`src/rtl/tqvp_rsa_modexp_wide.sv`:
```
// Byte-windowed modular exponentiation peripheral: C = P^E mod M, left-to-right square-and-multiply
// built on a bit-serial interleaved modular multiplier; every valid run takes 1 + 2*WIDTH*WIDTH cycles.
module tqvp_rsa_modexp_wide #(
    parameter int WIDTH = 16
) (
    input  logic       clk,
    input  logic       rst_n,
    input  logic [7:0] ui_in,
    output logic [7:0] uo_out,
    input  logic [3:0] address,
    input  logic       data_write,
    input  logic [7:0] data_in,
    output logic [7:0] data_out,
    output logic       user_interrupt
);
    localparam int NBYTES = WIDTH / 8;
    localparam int IDX_W  = (NBYTES > 1) ? $clog2(NBYTES) : 1;
    localparam int CNT_W  = $clog2(WIDTH);
    localparam int AW     = WIDTH + 2;

    localparam logic [3:0] ADDR_CTRL   = 4'h0;
    localparam logic [3:0] ADDR_STATUS = 4'h1;
    localparam logic [3:0] ADDR_SEL    = 4'h2;
    localparam logic [3:0] ADDR_INDEX  = 4'h3;
    localparam logic [3:0] ADDR_DATA   = 4'h4;
    localparam logic [3:0] ADDR_IRQ_EN = 4'h5;

    localparam logic [1:0] SEL_P = 2'd0;
    localparam logic [1:0] SEL_E = 2'd1;
    localparam logic [1:0] SEL_M = 2'd2;
    localparam logic [1:0] SEL_C = 2'd3;

    typedef enum logic [1:0] {ST_IDLE, ST_CHECK, ST_SQR, ST_MUL} state_e;

    state_e           state_q, state_d;
    logic [WIDTH-1:0] p_q, p_d, e_q, e_d, m_q, m_d, c_q, c_d, r_q, r_d;
    logic [AW-1:0]    acc_q, acc_d;
    logic [CNT_W-1:0] k_q, k_d, cnt_q, cnt_d;
    logic [IDX_W-1:0] index_q, index_d;
    logic [1:0]       sel_q, sel_d;
    logic             irq_en_q, irq_en_d, done_q, done_d, error_q, error_d;

    logic             busy, ctrl_wr, start_req, abort_req, clear_req;
    logic             last_bit, operand_err, e_bit, b_bit;
    logic [WIDTH-1:0] mm_b, mm_res, sel_op;
    logic [AW-1:0]    m_ext, t_sum, t_sub1, acc_next;
    logic [IDX_W-1:0] index_inc;
    logic [7:0]       sel_byte;
    logic             unused_ui;

    assign unused_ui   = ^ui_in;
    assign ctrl_wr     = data_write && (address == ADDR_CTRL);
    assign abort_req   = ctrl_wr && data_in[1];
    assign start_req   = ctrl_wr && data_in[0] && !data_in[1];
    assign clear_req   = ctrl_wr && data_in[2];
    assign last_bit    = (cnt_q == CNT_W'(WIDTH - 1));
    assign operand_err = (m_q == '0) || (p_q >= m_q);
    assign e_bit       = e_q[k_q];
    assign index_inc   = (index_q == IDX_W'(NBYTES - 1)) ? '0 : index_q + IDX_W'(1);

    // One step of the interleaved multiplier: acc stays below M, so 2*acc + A < 3M and two
    // conditional subtractions always bring it back under M.
    always_comb begin
        mm_b     = (state_q == ST_SQR) ? r_q : p_q;
        b_bit    = mm_b[CNT_W'(WIDTH - 1) - cnt_q];
        m_ext    = {2'b00, m_q};
        t_sum    = (acc_q << 1) + (b_bit ? {2'b00, r_q} : '0);
        t_sub1   = (t_sum >= m_ext) ? t_sum - m_ext : t_sum;
        acc_next = (t_sub1 >= m_ext) ? t_sub1 - m_ext : t_sub1;
        mm_res   = acc_next[WIDTH-1:0];
    end

    always_ff @(posedge clk) begin
        if (!rst_n) state_q <= ST_IDLE;
        else        state_q <= state_d;
    end

    always_comb begin
        state_d = state_q;
        case (state_q)
            ST_IDLE:  if (start_req) state_d = ST_CHECK;
            ST_CHECK: state_d = (abort_req || operand_err) ? ST_IDLE : ST_SQR;
            ST_SQR: begin
                if (abort_req)     state_d = ST_IDLE;
                else if (last_bit) state_d = ST_MUL;
            end
            ST_MUL: begin
                if (abort_req)     state_d = ST_IDLE;
                else if (last_bit) state_d = (k_q == '0) ? ST_IDLE : ST_SQR;
            end
            default: state_d = ST_IDLE;
        endcase
    end

    always_comb begin
        busy           = (state_q != ST_IDLE);
        uo_out         = {busy, done_q, error_q, 5'b0};
        user_interrupt = done_q & irq_en_q;
        case (sel_q)
            SEL_P:   sel_op = p_q;
            SEL_E:   sel_op = e_q;
            SEL_M:   sel_op = m_q;
            default: sel_op = c_q;
        endcase
        sel_byte = '0;
        for (int b = 0; b < NBYTES; b++)
            if (index_q == IDX_W'(b)) sel_byte = sel_op[8*b +: 8];
        case (address)
            ADDR_STATUS: data_out = {5'b0, error_q, done_q, busy};
            ADDR_SEL:    data_out = {6'b0, sel_q};
            ADDR_INDEX:  data_out = 8'(index_q);
            ADDR_DATA:   data_out = sel_byte;
            ADDR_IRQ_EN: data_out = {7'b0, irq_en_q};
            default:     data_out = '0;
        endcase
    end

    always_comb begin
        // NOTE: every _d starts from its held value so no branch below can leave one unassigned and infer a latch.
        p_d = p_q;   e_d = e_q;   m_d = m_q;   c_d = c_q;   r_d = r_q;
        acc_d = acc_q;   k_d = k_q;   cnt_d = cnt_q;
        index_d = index_q;   sel_d = sel_q;   irq_en_d = irq_en_q;
        done_d = done_q;   error_d = error_q;

        if (data_write) begin
            case (address)
                ADDR_SEL:    sel_d = data_in[1:0];
                ADDR_INDEX:  index_d = (int'(data_in) < NBYTES) ? data_in[IDX_W-1:0] : '0;
                ADDR_IRQ_EN: irq_en_d = data_in[0];
                ADDR_DATA: begin
                    if (!busy && sel_q != SEL_C) begin
                        for (int b = 0; b < NBYTES; b++) begin
                            if (index_q == IDX_W'(b)) begin
                                case (sel_q)
                                    SEL_P:   p_d[8*b +: 8] = data_in;
                                    SEL_E:   e_d[8*b +: 8] = data_in;
                                    default: m_d[8*b +: 8] = data_in;
                                endcase
                            end
                        end
                    end
                    index_d = index_inc;
                end
                default: ;
            endcase
        end

        if (clear_req) begin
            done_d  = 1'b0;
            error_d = 1'b0;
        end

        case (state_q)
            ST_IDLE: begin
                if (start_req) begin
                    done_d  = 1'b0;
                    error_d = 1'b0;
                    r_d     = (m_q == WIDTH'(1)) ? '0 : WIDTH'(1);
                    k_d     = CNT_W'(WIDTH - 1);
                    cnt_d   = '0;
                    acc_d   = '0;
                end
            end
            ST_CHECK: begin
                if (!abort_req && operand_err) begin
                    done_d  = 1'b1;
                    error_d = 1'b1;
                    c_d     = '0;
                end
            end
            default: begin
                if (!abort_req) begin
                    if (last_bit) begin
                        cnt_d = '0;
                        acc_d = '0;
                        if (state_q == ST_SQR) begin
                            r_d = mm_res;
                        end else begin
                            // The multiply always runs; E[k] only decides whether its product is kept.
                            if (e_bit) r_d = mm_res;
                            if (k_q == '0) begin
                                c_d    = e_bit ? mm_res : r_q;
                                done_d = 1'b1;
                            end else begin
                                k_d = k_q - CNT_W'(1);
                            end
                        end
                    end else begin
                        cnt_d = cnt_q + CNT_W'(1);
                        acc_d = acc_next;
                    end
                end
            end
        endcase
    end

    always_ff @(posedge clk) begin
        // NOTE: sequential state uses non-blocking assignments so every register samples pre-edge values.
        if (!rst_n) begin
            p_q <= '0;   e_q <= '0;   m_q <= '0;   c_q <= '0;   r_q <= '0;
            acc_q <= '0;   k_q <= '0;   cnt_q <= '0;
            index_q <= '0;   sel_q <= '0;   irq_en_q <= 1'b0;
            done_q <= 1'b0;   error_q <= 1'b0;
        end else begin
            p_q <= p_d;   e_q <= e_d;   m_q <= m_d;   c_q <= c_d;   r_q <= r_d;
            acc_q <= acc_d;   k_q <= k_d;   cnt_q <= cnt_d;
            index_q <= index_d;   sel_q <= sel_d;   irq_en_q <= irq_en_d;
            done_q <= done_d;   error_q <= error_d;
        end
    end
endmodule

```
`config.mk`:
```
export PLATFORM = sky130hd
export DESIGN_NAME = tqvp_rsa_modexp_wide
export DESIGN_NICKNAME = d
export VERILOG_FILES = /design/src/rtl/tqvp_rsa_modexp_wide.sv
export SDC_FILE = /design/constraint.sdc
export NUM_CORES = 1
export LEC_CHECK = 0
export CAP_MARGIN = 20
export CORE_MARGIN = 2
export CORE_UTILIZATION = 58
export CTS_BUF_LIST = sky130_fd_sc_hd__clkbuf_4 sky130_fd_sc_hd__clkbuf_8
export CTS_CLUSTER_SIZE = 8
export DETAILED_ROUTE_END_ITERATION = 16
export GPL_ROUTABILITY_DRIVEN = 0
export PLACE_DENSITY = 0.8
export SYNTH_ARGS = -nofsm -noshare
export SYNTH_HDL_FRONTEND = slang
export SYNTH_SLANG_ARGS = --single-unit
```
`constraint.sdc`:
```
create_clock -name clk -period 8.6 [get_ports clk]
set_clock_uncertainty 0.2 [all_clocks]
set_input_delay 1.72 -clock clk [delete_from_list [all_inputs] [get_ports clk]]
set_output_delay 1.72 -clock clk [all_outputs]
set_load 0.005 [all_outputs]
```
==> impl_metrics.env <==
export IMPL_fp_row_count=45
export IMPL_clkSinkCount=113
export IMPL_vias_per_cell=6.59
export IMPL_switching_share=0.231
export IMPL_period_share=0.973
export IMPL_fp_dieH_um=127
export IMPL_finalPower_mw=1.10
export IMPL_cts_buffers_inserted=17
export IMPL_ant_nets=0
export IMPL_routed_wl_mm=27.1
export IMPL_clk_pin_slew_ps=70
export IMPL_grt_pass1_wl_mm=41.5
export IMPL_synth_seq_cells=113
export IMPL_power_density_nw_per_um2=107
export IMPL_leakage_nw=4.12
export IMPL_route_detailed_wl_per_inst_um=20.1
export IMPL_portBuffers=26
export IMPL_finalMaxSlewViolations=0
export IMPL_gr_total_overflow=0
export IMPL_area_delta_synth_final_pct=16.7
export IMPL_start_util=0.588
export IMPL_fmax_ghz=0.119
export IMPL_diodes=0
export IMPL_syn_inst=1079
export IMPL_synthFlopType="dfxtp_1"
export IMPL_setup_violations_final=0
export IMPL_crit_type="flop to flop"
export IMPL_io_pins=40
export IMPL_seq_power_share=0.477
export IMPL_yosys_warnings=0
export IMPL_critPathTopFamily="compound AO/OA/AOI/OAI gates"
export IMPL_final_setup_tns_ps=0
export IMPL_cpMaxStageDelayCell="or4_4"
export IMPL_root_buffer="clkbuf_8"
export IMPL_combPwrFrac=0.045
export IMPL_dpl_cell_area_sq_um=9570
export IMPL_die_w_um=127
export IMPL_tightestPinTransition_ps=956
export IMPL_antenna_found_initial=0
export IMPL_clk_path_buf_depth=2
export IMPL_synth_edf_count=0
export IMPL_slowest_delay_ps=520
export IMPL_dr_first_iter_drc_count=928
export IMPL_p_clk_frac=0.478
export IMPL_dr_pass1_iters=7
export IMPL_status="completed"
export IMPL_first_global_vias=8040
export IMPL_ir_drop_v=0.000120
export IMPL_synth_cell_type_count=82
export IMPL_critPathBufInv=5
export IMPL_fin_area_sq_um=10300
export IMPL_grt_max_degree=82
export IMPL_crit_path_start_kind="flop"
export IMPL_maxSlewHeadroom=0.362
export IMPL_required_ps=8680
export IMPL_cts_tree="yes"
export IMPL_h_tree_depth=4
export IMPL_place_hpwl_mm=20.0
export IMPL_die_area_sq_um=16200
export IMPL_grt_usage=0.325
export IMPL_synth_area_sq_um=8840
export IMPL_p_int_mw=0.847
export IMPL_synthArstFlopShare=0
export IMPL_fillers=1189
export IMPL_yosysSeqAreaShare=0.256
export IMPL_drv_cap=0
export IMPL_net_switching_power_mw=0.255
export IMPL_drc_errors=0
export IMPL_vias=8886
export IMPL_avgSynthCellArea_sq_um=8.19
export IMPL_design_core_area_sq_um=15000
export IMPL_hold_path_class="flop to flop"
export IMPL_period_minus_slack_ps=8370
export IMPL_worstPathMaxFanout=10
export IMPL_end_kind="flop"
export IMPL_nNetsFinal=1238
export IMPL_critPathArrivalTime_ps=8460
export IMPL_finalHoldViolations=0
export IMPL_drive_gt1_frac=0.175
export IMPL_clock_latency_ps=440
==> flip-flops by register name (all words and copies together), names as in the netlist <==
name / cells
p_q: 16
error_q: 1
index_q: 1
state_q: 2
k_q: 4
acc_q: 17
cnt_q: 4
done_q: 1
r_q: 16
e_q: 16
c_q: 16
sel_q: 2
m_q: 16
irq_en_q: 1
==> per-stage QoR <==
| stage | util | std cells | setup slack [ps] | hold slack [ps] |
|---|---|---|---|---|
| after floorplan | - | 1083 | 115 | 232 |
| after global placement | 0.636 | 1302 | 9.32 | 241 |
| after detailed placement | 0.637 | 1303 | -156 | 249 |
| after CTS | 0.665 | 1336 | 18.9 | 264 |
| after global routing | 0.686 | 1348 | -48.5 | 283 |
| final | 0.686 | 1348 | 229 | 259 |
==> worst register-to-register path: cells and delay by family, from the launching register on <==
| kind | cells | cell delay [ps] |
|---|---|---|
| flops | 1 | 330 |
| xor+xnor | 1 | 90 |
| mux | 5 | 1350 |
| fa+ha+maj | 3 | 880 |
| simple gates | 8 | 1870 |
| compound gates | 13 | 2750 |
| buf+inv | 5 | 730 |
==> cell type report <==
cell class	count	area, sq um	area share
Clock buffer	21	277	0.0268
Clock inverter	11	136	0.0132
Inverter	33	124	0.0120
Multi-Input combinational cell	879	6380	0.618
Sequential cell	113	2260	0.219
Tap cell	188	235	0.0228
Timing Repair Buffer	103	902	0.0874
==> power by group through the flow <==
stage / Clock (mW) / Sequential [mW] / Combinational, mW
floorplan: 0 / 0.537 / 0.0290
global placement: 0 / 0.537 / 0.0459
detailed placement: 0 / 0.537 / 0.0463
CTS: 0.529 / 0.526 / 0.0466
global route: 0.552 / 0.525 / 0.0524
finish: 0.527 / 0.526 / 0.0492
==> layer usage <==
layer	vias up	routed length (um)	GRT usage
met5	-	0	0
met4	0	1280	0.127
met3	105	2250	0.0557
met2	513	12500	0.532
met1	4166	11200	0.428
li1	4102	-	-
==> cell families after synthesis <==
group / synth area share
buf+inv: 0.0451
other cells: 0.000424
fa+ha+maj: 0.0988
xor+xnor: 0.0357
flops: 0.256
mux: 0.131
simple gates: 0.202
compound gates: 0.231
==> synth_stat cells, drive strengths merged (9+ instances only) <==
cell | instances | area share
ha | 65 | 0.092
a211oi | 16 | 0.016
a21oi | 123 | 0.070
xnor2 | 22 | 0.022
o211ai | 9 | 0.0082
nor3 | 19 | 0.011
dfxtp | 113 | 0.26
o21a | 13 | 0.011
xor2 | 14 | 0.014
nor2b | 24 | 0.018
a22oi | 13 | 0.011
and3 | 14 | 0.010
nand2b | 14 | 0.0099
inv | 33 | 0.014
clkbuf | 39 | 0.017
o21ai | 65 | 0.038
nor2 | 64 | 0.027
mux4 | 28 | 0.071
nand3 | 22 | 0.012
buf | 19 | 0.014
a21o | 23 | 0.020
mux2 | 16 | 0.021
nand2 | 154 | 0.065
mux2i | 34 | 0.038
nand4 | 12 | 0.0085
==> timing repair <==
| action | in CTS | in global routing |
|---|---|---|
| gates resized for setup | 2 | 42 |
| pin swaps | 0 | 16 |
| setup endpoints to repair | 23 | 49 |
| hold buffers | 0 | 0 |
| setup buffers | 1 | 9 |
| gates cloned | 0 | 2 |
==> path summary, 6_finish.rpt <==
path	from	endpoint	slack, ps	cells past startpoint
hold / removal	acc_q[4]$_SDFFE_PN0P_	acc_q[4]$_SDFFE_PN0P_	260	2
hold reg to reg	acc_q[4]$_SDFFE_PN0P_	acc_q[4]$_SDFFE_PN0P_	260	2
setup reg to reg	state_q[1]$_SDFFE_PN0P_	r_q[4]$_SDFFE_PN0P_	230	35
setup / recovery	state_q[1]$_SDFFE_PN0P_	r_q[4]$_SDFFE_PN0P_	230	35
==> cell usage in the layout (no fill, tap or decap), types with 23 or more instances in the layout <==
master / count
a21o_1: 23
a21oi_1: 119
buf_4: 69
clkdlybuf4s50_1: 26
dfxtp_1: 112
ha_1: 60
inv_1: 32
mux2i_1: 33
mux4_2: 28
nand2_1: 154
nor2_1: 64
o21ai_0: 56
Note: power is estimated with default switching activity, not from simulation.
